## src/rtl/trng_entropy_arbiter_if.sv

```systemverilog
// Word handshake bundle between three entropy sources, the arbiter and the mixer input.
// Each source uses syn/data/ack with an enabled flag, and the consumer side uses the same protocol.
interface trng_entropy_arbiter_if;
    logic        src0_enabled, src1_enabled, src2_enabled;
    logic        src0_syn,     src1_syn,     src2_syn;
    logic [31:0] src0_data,    src1_data,    src2_data;
    logic        src0_ack,     src1_ack,     src2_ack;
    logic        entropy_syn;
    logic [31:0] entropy_data;
    logic [1:0]  entropy_src;
    logic        entropy_ack;

    modport master (
        output src0_enabled, src1_enabled, src2_enabled,
        output src0_syn, src1_syn, src2_syn,
        output src0_data, src1_data, src2_data,
        input  src0_ack, src1_ack, src2_ack,
        input  entropy_syn, entropy_data, entropy_src,
        output entropy_ack
    );

    modport slave (
        input  src0_enabled, src1_enabled, src2_enabled,
        input  src0_syn, src1_syn, src2_syn,
        input  src0_data, src1_data, src2_data,
        output src0_ack, src1_ack, src2_ack,
        output entropy_syn, entropy_data, entropy_src,
        input  entropy_ack
    );
endinterface

```

## src/rtl/trng_entropy_arbiter.sv

```systemverilog
// Round-robin arbiter that funnels three entropy sources into one registered syn/data/ack word.
// It also keeps a delivered-word counter for each source.
module trng_entropy_arbiter (
    input  logic                    clk,
    input  logic                    reset_n,
    input  logic                    enable,
    input  logic                    clear_stats,
    trng_entropy_arbiter_if.slave   bus,
    output logic [31:0]             src0_words,
    output logic [31:0]             src1_words,
    output logic [31:0]             src2_words
);
    typedef enum logic {IDLE, HOLD} state_t;

    state_t           state, state_nxt;
    logic [1:0]       rr_ptr, rr_nxt;
    logic [1:0]       src_reg;
    logic [31:0]      data_reg;
    logic [2:0]       ack_reg;
    logic [2:0]       cand;
    logic [2:0][31:0] data_v;
    logic             gnt_any, gnt;
    logic [1:0]       gnt_idx;
    logic [2:0][31:0] words_q, words_nxt;

    function automatic logic [1:0] wrap3(input logic [2:0] v);
        logic [2:0] t;
        t = (v >= 3'd3) ? v - 3'd3 : v;
        return t[1:0];
    endfunction

    assign cand   = {bus.src2_enabled & bus.src2_syn,
                     bus.src1_enabled & bus.src1_syn,
                     bus.src0_enabled & bus.src0_syn} & {3{enable}};
    assign data_v = {bus.src2_data, bus.src1_data, bus.src0_data};

    // Walk offsets from farthest to nearest so the first candidate at/after rr_ptr wins.
    always_comb begin
        logic [1:0] idx;
        gnt_any = 1'b0;
        gnt_idx = rr_ptr;
        idx     = 2'd0;
        for (int i = 2; i >= 0; i--) begin
            idx = wrap3({1'b0, rr_ptr} + 3'(i));
            if (cand[idx]) begin
                gnt_any = 1'b1;
                gnt_idx = idx;
            end
        end
    end

    always_ff @(posedge clk or negedge reset_n) begin
        if (!reset_n) state <= IDLE;
        else          state <= state_nxt;
    end

    always_comb begin
        state_nxt = state;
        rr_nxt    = rr_ptr;
        gnt       = 1'b0;
        case (state)
            IDLE: begin
                if (gnt_any) begin
                    gnt       = 1'b1;
                    state_nxt = HOLD;
                end
            end
            HOLD: begin
                // A consumer ack wins over a same-cycle disable: the word is delivered.
                if (bus.entropy_ack) begin
                    state_nxt = IDLE;
                    rr_nxt    = wrap3({1'b0, src_reg} + 3'd1);
                end else if (!enable) begin
                    state_nxt = IDLE;
                end
            end
            default: state_nxt = IDLE;
        endcase
    end

    always_comb begin
        words_nxt = words_q;
        for (int n = 0; n < 3; n++) begin
            if (clear_stats)                   words_nxt[n] = 32'd0;
            else if (gnt && gnt_idx == 2'(n))  words_nxt[n] = words_q[n] + 32'd1;
        end
    end

    always_ff @(posedge clk or negedge reset_n) begin
        if (!reset_n) begin
            rr_ptr   <= 2'd0;
            data_reg <= 32'd0;
            src_reg  <= 2'd0;
            ack_reg  <= 3'd0;
            words_q  <= '0;
        end else begin
            rr_ptr  <= rr_nxt;
            ack_reg <= gnt ? (3'b001 << gnt_idx) : 3'b000;
            words_q <= words_nxt;
            if (gnt) begin
                data_reg <= data_v[gnt_idx];
                src_reg  <= gnt_idx;
            end
        end
    end

    assign bus.entropy_syn  = (state == HOLD);
    assign bus.entropy_data = data_reg;
    assign bus.entropy_src  = src_reg;
    assign bus.src0_ack     = ack_reg[0];
    assign bus.src1_ack     = ack_reg[1];
    assign bus.src2_ack     = ack_reg[2];
    assign src0_words       = words_q[0];
    assign src1_words       = words_q[1];
    assign src2_words       = words_q[2];
endmodule

```

## src/flat_wrapper.sv

```systemverilog
// flat-port wrapper written by rule: the top's interface ports become plain ports
module trng_entropy_arbiter_flat 
  (clk, reset_n, enable, clear_stats, src0_words, src1_words, src2_words, bus_src0_enabled, bus_src1_enabled, bus_src2_enabled, bus_src0_syn, bus_src1_syn, bus_src2_syn, bus_src0_data, bus_src1_data, bus_src2_data, bus_src0_ack, bus_src1_ack, bus_src2_ack, bus_entropy_syn, bus_entropy_data, bus_entropy_src, bus_entropy_ack);
  trng_entropy_arbiter_if bus_i ();
  input  logic clk;
  input  logic reset_n;
  input  logic enable;
  input  logic clear_stats;
  output logic [31:0] src0_words;
  output logic [31:0] src1_words;
  output logic [31:0] src2_words;
  input wire logic [$bits(bus_i.src0_enabled)-1:0] bus_src0_enabled;
  input wire logic [$bits(bus_i.src1_enabled)-1:0] bus_src1_enabled;
  input wire logic [$bits(bus_i.src2_enabled)-1:0] bus_src2_enabled;
  input wire logic [$bits(bus_i.src0_syn)-1:0] bus_src0_syn;
  input wire logic [$bits(bus_i.src1_syn)-1:0] bus_src1_syn;
  input wire logic [$bits(bus_i.src2_syn)-1:0] bus_src2_syn;
  input wire logic [$bits(bus_i.src0_data)-1:0] bus_src0_data;
  input wire logic [$bits(bus_i.src1_data)-1:0] bus_src1_data;
  input wire logic [$bits(bus_i.src2_data)-1:0] bus_src2_data;
  output wire logic [$bits(bus_i.src0_ack)-1:0] bus_src0_ack;
  output wire logic [$bits(bus_i.src1_ack)-1:0] bus_src1_ack;
  output wire logic [$bits(bus_i.src2_ack)-1:0] bus_src2_ack;
  output wire logic [$bits(bus_i.entropy_syn)-1:0] bus_entropy_syn;
  output wire logic [$bits(bus_i.entropy_data)-1:0] bus_entropy_data;
  output wire logic [$bits(bus_i.entropy_src)-1:0] bus_entropy_src;
  input wire logic [$bits(bus_i.entropy_ack)-1:0] bus_entropy_ack;
  assign bus_i.src0_enabled = bus_src0_enabled;
  assign bus_i.src1_enabled = bus_src1_enabled;
  assign bus_i.src2_enabled = bus_src2_enabled;
  assign bus_i.src0_syn = bus_src0_syn;
  assign bus_i.src1_syn = bus_src1_syn;
  assign bus_i.src2_syn = bus_src2_syn;
  assign bus_i.src0_data = bus_src0_data;
  assign bus_i.src1_data = bus_src1_data;
  assign bus_i.src2_data = bus_src2_data;
  assign bus_src0_ack = bus_i.src0_ack;
  assign bus_src1_ack = bus_i.src1_ack;
  assign bus_src2_ack = bus_i.src2_ack;
  assign bus_entropy_syn = bus_i.entropy_syn;
  assign bus_entropy_data = bus_i.entropy_data;
  assign bus_entropy_src = bus_i.entropy_src;
  assign bus_i.entropy_ack = bus_entropy_ack;
  trng_entropy_arbiter u_core (.clk(clk), .reset_n(reset_n), .enable(enable), .clear_stats(clear_stats), .bus(bus_i), .src0_words(src0_words), .src1_words(src1_words), .src2_words(src2_words));
endmodule
```

## config.mk

```make
export PLATFORM = sky130hd
export DESIGN_NAME = trng_entropy_arbiter_flat
export DESIGN_NICKNAME = d
export VERILOG_FILES = /design/src/rtl/trng_entropy_arbiter_if.sv /design/src/rtl/trng_entropy_arbiter.sv /design/src/flat_wrapper.sv
export SDC_FILE = /design/constraint.sdc
export NUM_CORES = 1
export LEC_CHECK = 0
export BUFFER_PORTS_ARGS = -buffer_cell sky130_fd_sc_hd__buf_4
export CAP_MARGIN = 20
export CORE_MARGIN = 5
export CORE_UTILIZATION = 56
export CTS_CLUSTER_DIAMETER = 40
export DETAILED_ROUTE_END_ITERATION = 7
export PLACE_DENSITY = 0.87
export SLEW_MARGIN = 20
export SYNTH_ARGS = -nofsm -noshare
export SYNTH_HDL_FRONTEND = slang
export SYNTH_SLANG_ARGS = --single-unit
```

## constraint.sdc

```tcl
create_clock -name clk -period 7.27 [get_ports clk]
set_clock_uncertainty 0.1 [all_clocks]
set_input_delay 1.454 -clock clk [delete_from_list [all_inputs] [get_ports clk]]
set_output_delay 1.454 -clock clk [all_outputs]
set_load 0.005 [all_outputs]
```

# [Word-level counts from Yosys, hierarchy flattened]
# Cells that the tools add are included.
[classes] reduce_logical=8 multipliers=0 n_addsub=10 n_eq_ne=2 mux=30 order_cmp=8 n_bitwise=5 n_shift=1 n_div=0
[op_table] op="$mux 32" n=7
[op_table] op="$add 32x1->32 const B" n=3
[op_table] op="$bmux 32 s2" n=1
[op_table] op="$mux 2" n=7
[op_table] op="$lt 2x3->1 const B" n=4
[op_table] op="$mux 1" n=10
[op_table] op="$ge 3x2->1 const B" n=3
[op_table] op="$sub 2x2->2 const B" n=4
[op_table] op="$add 2x1->3 const B" n=2
[op_table] op="$bmux 1 s2" n=3
[op_table] op="$reduce_bool 2->1" n=3
[op_table] op="$add 2x2->3 const B" n=1
[op_table] op="$and 1x1->1" n=3
[op_table] op="$and 3x3->3" n=1
[op_table] op="$logic_and 1x1->1" n=3
[op_table] op="$mux 3" n=1
[op_table] op="$shl 1x2->3 const A" n=1
[op_table] op="$eq 2x1->1 const B" n=1
[op_table] op="$eq 2x2->1 const B" n=1
[op_table] op="$ge 2x2->1 const B" n=1
[op_table] op="$logic_not 2->1" n=1
[op_table] op="$pmux 1 s2" n=1
[op_table] op="$reduce_and 2->1" n=1
[op_table] op="$not 1->1" n=1
[totals] romBits=0 wordCells=72 mem_bits_rw=0 memories=0 latchBits=0 regBits=136 input_bits=107

# [Longest topological paths before layout]
[depth] depth_word=13 mapped_depth=11

# [Worst setup path after synthesis]
# OpenSTA, ideal clock, no wires.
[synth_path] kind="input-to-reg" from="input port enable" to="register u_core.words_q (netlist bit u_core.src1_words[31])" t_required_ns=7.042 setup_time_ns=0.128 path_buffers=2 cell_stages=8 setup_slack_ns=3.887 arrival_time_ns=3.156 path_cell_list="buf_4 and3_1 o32ai_1 nand2_1 o21a_1 clkbuf_1 nor4b_1 mux2_1"
[synth_between] elab_chain_cells=10 word_cells_on_any_way=18
[synth_rtl] item="start: declaration" line="flat_wrapper.sv:7" source="input logic enable;"
[synth_rtl] item="$and 3x3->3 *" line="trng_entropy_arbiter.sv:34" source="bus.src0_enabled & bus.src0_syn} & {3{enable}};"
[synth_rtl] item="$bmux 1 s2" line="trng_entropy_arbiter.sv:45" source="if (cand[idx]) begin"
[synth_rtl] item="$mux 1 (implied by the code)" line="trng_entropy_arbiter.sv:45"
[synth_rtl] item="$mux 1 (3 in series)" line="trng_entropy_arbiter.sv:45"
[synth_rtl] item="$mux 1" line="trng_entropy_arbiter.sv:63" source="if (gnt_any) begin"
[synth_rtl] item="$mux 1" line="trng_entropy_arbiter.sv:61" source="case (state)"
[synth_rtl] item="$logic_and 1x1->1 *" line="trng_entropy_arbiter.sv:85" source="else if (gnt && gnt_idx == 2'(n)) words_nxt[n] = words_q[n] + 32'd1;"
[synth_rtl] item="$reduce_bool 2->1 (no source line) *"
[synth_rtl] item="end signal: assignment" line="trng_entropy_arbiter.sv:99" source="words_q <= words_nxt;"
[synth_rtl] item="end: declaration" line="trng_entropy_arbiter.sv:24" source="logic [2:0][31:0] words_q, words_nxt;"
# Mark *: on every way between the ends. The rest lies on a longest branch, timed or not. The select of a mux whose other input is x is not followed.
# A chain may end at the register's enable or synchronous reset.

# [Worst setup path in the final report]
[layout_path] from="input port bus_src2_enabled" to="register u_core.words_q (netlist bit u_core.src0_words[28])"
[layout_between] elab_chain_cells=11 word_cells_on_any_way=19
[layout_rtl] item="start: declaration" line="flat_wrapper.sv:14" source="input wire logic [$bits(bus_i.src2_enabled)-1:0] bus_src2_enabled;"
[layout_rtl] item="$and 1x1->1 *" line="trng_entropy_arbiter.sv:32" source="assign cand = {bus.src2_enabled & bus.src2_syn,"
[layout_rtl] item="$and 3x3->3 *" line="trng_entropy_arbiter.sv:34"
[layout_rtl] item="$bmux 1 s2" line="trng_entropy_arbiter.sv:45"
[layout_rtl] item="$mux 1 (implied by the code)" line="trng_entropy_arbiter.sv:45"
[layout_rtl] item="$mux 1 (3 in series)" line="trng_entropy_arbiter.sv:45"
[layout_rtl] item="$mux 1" line="trng_entropy_arbiter.sv:63"
[layout_rtl] item="$mux 1" line="trng_entropy_arbiter.sv:61"
[layout_rtl] item="$logic_and 1x1->1 *" line="trng_entropy_arbiter.sv:85"
[layout_rtl] item="$reduce_bool 2->1 (no source line) *"
# Marked as above.

==> impl_summary.txt <==
----------------------------------------------------
[Critical path]
  Setup slack on the worst flop-to-flop path ... 3.49 ns
  Crit end category ... flip-flop
  Critical path's slowest cell ... sky130_fd_sc_hd__nor3_4
  WP data required ... 7.51 ns
  Reg2reg path depth ... 10
  Most used cell, CP ... sky130_fd_sc_hd__buf_4
  Launch point of the worst path ... bus_src2_enabled
  Endpoint arrival time on the critical path ... 4.25 ns
  Capture point of the worst reg-to-reg path ... u_core.src0_words[28]
  Type of origin of the critical path ... input pin
  End of the critical path ... u_core.src0_words[28]
  WS Path Type ... input pin to flip-flop
  Critical path fanouts, max ... 47
  Crit path cell chain ... buf_4 > a22o_2 > a31oi_2 > nor3_4 > buf_4 > o211ai_1 > buf_4 > or4_1 > a21oi_1
  Origin of the critical flop-to-flop path ... u_core.rr_ptr[0]
  Delay of the slowest cell on the worst path ... 0.73 ns

[STA]
  Period Utilization, post-route ... 0.5522
  Unrepaired setup endpoints after global routing ... false
  Worst rel slew slack ... 0.3028
  Final Hold Fails ... 0
  Top achievable clock speed ... 249.1 MHz
  Total negative setup slack ... 0 ns
  Final critical path time including I/O delays and setup ... 4.014 ns
  Number of endpoints failing setup at the final stage ... 0
  Worst slew pin tran ... 1.046 ns
  Minimum setup slack in the final design ... 3.256 ns
  Slew Limit Fails ... 0

[Final layout]
  Nets@finish ... 1,149
  Area grow syn2layout ... 31.98%
  Proportion of layout cells with a drive suffix above 1 ... 0.2927
  Count of fill cells added during filler insertion ... 985
  Area used by multi-input combinational logic ... 3965 um2
  Combined flip-flop and latch cell area ... 3403 um2
  # diodes ... 0

[Routing]
  1st-iter DRT viols ... 677
  Routed len/inst ... 19.28 um
  Antenna Violating Nets Remaining ... 0
  Number of iterations in the first detailed-routing pass ... 5
  Vias post-DR ... 7,692
  Wirelength, routed ... 23.61 mm
  Detailed-route DRC error count ... 0
  Routed via count divided by cell count ... 6.279

[Synth]
  Fraction of registers with async set/reset ... 1.000
  Yosys cell types ... 60
  Simple logic cell fraction of the synthesized area ... 0.2513
  Yosys Warn Count ... 0
  Number of standard cells after synthesis ... 830
  Post-synth top flop ... sky130_fd_sc_hd__dfrtp_1
  XOR/XNOR share of the synthesized area ... 0.01255
  Cell area after synthesis ... 7676 um2
  Biggest area contributors in the synthesized netlist ... sky130_fd_sc_hd__dfrtp_1 44%, sky130_fd_sc_hd__or4_1 5.3%, sky130_fd_sc_hd__a21oi_1 5.0%
  Number of flops mapped to enable cells by yosys ... 0
  Adder-cell share of the synthesized area ... 0.009780
  Main combinational cell family by area after synthesis ... simple AND/OR/NAND/NOR gates
  Post-synthesis average cell area ... 9.248 um2
  Net count after synthesis ... 943
  Largest area contributor in the netlist ... sky130_fd_sc_hd__dfrtp_1
  Synthesized-area fraction occupied by ao, oa, aoi and oai cells ... 0.1873
  Sequential-to-total area share from yosys stat ... 0.4434
  Seq cells post-synth ... 136
  Share of Yosys cell area claimed by the top area cell type ... 0.4434
  Share of synthesized area spent on multiplexers ... 0.05183

[Clock tree]
  H-tree lvl count ... 4
  Hold bufs inserted after CTS ... 0
  Maximum root-to-sink buffer count ... 2
  Clock tree sinks ... 136
  Post-CTS setup repair buffer count ... 0
  Clk pin slew, worst setup/hold paths ... 0.06 ns
  Number of resized instances in the post-cts repair step ... 0
  Source-to-sink clock delay at the later pin of the worst-skew pair ... 0.42 ns
  Clock root buffer ... sky130_fd_sc_hd__clkbuf_16
  TritonCTS clock tree ... done
  Cts bufs inserted ... 17

[GRT]
  Antenna violations before repair ... 0
  Maximum number of pins on one net before global-route repair ... 101
  Overall overflow remaining after global route ... 0
  Wire length of the first global-routing pass ... 38.03 mm
  Via count of the first global-routing pass ... 7,469
  Global-route total usage across every layer ... 0.2909

[Floorplan]
  Initial cell density of the core ... 0.5751
  Die Span X ... 127.1 um
  Die Outline Area ... 16,150 um2
  Die outline height ... 127.1 um
  IO Count ... 241
  Total number of placement rows ... 42
  Core area ... 13,350 um2

[Power]
  Switching power total ... 0.001084 W
  Proportion of power drawn by flip-flops and latches ... 0.325
  Sw Share ... 0.3726
  Clock share of power ... 0.298
  Share of power burned in combinational logic ... 0.377
  Ratio of total power to cell area ... 287.2 nW/um2
  Leakage power ... 4.380 nW
  Internal power of the cells ... 0.001825 W
  Worst supply voltage drop on vdd ... 0.2875 mV

[Outcome]
  Outcome ... finished, final reports clean

[Place]
  Worst setup timing slack at the placement stage ... 2.895 ns
  Hpwl dp ... 16.42 mm
  Global placer's final weighted congestion ... 0.8940
  Count of input and output buffers ... 240

[Flow run]
  Max-Cap Viols ... 0

[Min path]
  Kind of path behind the tightest hold check ... flip-flop to flip-flop

----------------------------------------------------
[worst min-delay path by stage]
stage | start | to | slack [ns] | cells past startpoint
floorplan | u_core.bus.entropy_data[30] | u_core.bus.entropy_data[30] | 0.38 | 2
global placement | u_core.bus.entropy_data[30] | u_core.bus.entropy_data[30] | 0.37 | 2
detailed placement | u_core.bus.entropy_data[30] | u_core.bus.entropy_data[30] | 0.38 | 2
CTS | u_core.bus.entropy_data[30] | u_core.bus.entropy_data[30] | 0.40 | 2
global route | u_core.bus.entropy_data[29] | u_core.bus.entropy_data[29] | 0.42 | 2
finish | u_core.bus.entropy_data[30] | u_core.bus.entropy_data[30] | 0.39 | 2
[layout by cell type (no fill, tap or decap), types with 5 or more instances in the layout]
cell / count
sky130_fd_sc_hd__buf_4: 246
sky130_fd_sc_hd__dfrtp_1: 136
sky130_fd_sc_hd__a21oi_1: 77
sky130_fd_sc_hd__nand3_1: 74
sky130_fd_sc_hd__nand2_1: 69
sky130_fd_sc_hd__or4_1: 54
sky130_fd_sc_hd__o31ai_1: 51
sky130_fd_sc_hd__o211ai_1: 34
sky130_fd_sc_hd__mux2i_1: 33
sky130_fd_sc_hd__nor2_1: 29
sky130_fd_sc_hd__nand4_1: 27
sky130_fd_sc_hd__o21ai_0: 26
sky130_fd_sc_hd__or3_1: 23
sky130_fd_sc_hd__inv_1: 19
sky130_fd_sc_hd__and3_1: 19
sky130_fd_sc_hd__clkbuf_16: 17
sky130_fd_sc_hd__xor2_1: 9
sky130_fd_sc_hd__and4_1: 7
sky130_fd_sc_hd__or2_2: 6
sky130_fd_sc_hd__ha_1: 6
sky130_fd_sc_hd__nor3_1: 5
sky130_fd_sc_hd__o21a_1: 5
sky130_fd_sc_hd__mux2_2: 5
[synth_stat cells, drive strengths merged (4+ instances only)]
library cell / number
ha: 6
nor3: 7
or2: 6
mux2i: 33
dfrtp: 136
mux2: 6
o31ai: 51
nor4: 5
and4: 7
a21oi: 77
nand4: 29
clkbuf: 40
o21ai: 31
o21a: 5
nand3: 75
and3: 19
o211ai: 34
or4: 54
or3: 23
nor2: 30
buf: 21
xor2: 9
nand2: 70
inv: 19
and2: 4
nor2b: 4
[power by group through the flow]
stage                     Clock (W)  Combinational (W)  Sequential [W]
after floorplan                   0           0.000683        0.000947
after global placement            0            0.00106        0.000951
after detailed placement          0            0.00108        0.000954
after CTS                  0.000871            0.00108        0.000944
after global routing       0.000908            0.00120        0.000957
final                      0.000868            0.00110        0.000945
[logic make-up (layout without fill, tap and decap cells)]
| logic type | Yosys count | count (layout) |
|---|---|---|
| buf+inv | 80 | 299 |
| flops | 136 | 136 |
| xor+xnor | 11 | 11 |
| simple gates | 339 | 339 |
| compound gates | 219 | 219 |
| mux | 39 | 39 |
| fa+ha+maj | 6 | 6 |
[area by class of cell]
class                           instances  share of cell area
Multi-Input combinational cell        614              0.3914
Sequential cell                       136              0.3359
Timing Repair Buffer                  248              0.1854
Clock buffer                           22             0.04681
Tap cell                              176             0.02174
Clock inverter                         10             0.01173
Inverter                               19            0.007040
[worst max-delay path: cells and delay by family]
kind            cells  cell delay [ns]
buf+inv             3             0.81
compound gates      4             0.65
simple gates        2             1.30
[through the flow]
stage / hold WS (ns) / util / std cells / area, um2 / total power, W
5_1_grt: 0.4190 / 0.7590 / 1225 / 10130 / 0.003063
6_report: 0.3870 / 0.7590 / 1225 / 10130 / 0.002909
3_3_place_gp: 0.3719 / 0.7131 / 1192 / 9518 / 0.002006
3_5_place_dp: 0.3828 / 0.7131 / 1192 / 9518 / 0.002033
4_1_cts: 0.3954 / 0.7575 / 1224 / 10110 / 0.002897
2_1_floorplan: 0.3810 / - / 830 / 7676 / 0.001630
[layer usage]
metal,vias up,GRT usage,part of all wire,wire length (um)
li1,3582,-,-,-
met1,3700,0.3802,0.40,9403
met2,346,0.4648,0.48,11370
met3,64,0.06678,0.082,1940
met4,0,0.1293,0.038,902
met5,-,0,0,0
No activity file was read; power rests on OpenSTA's default activity.
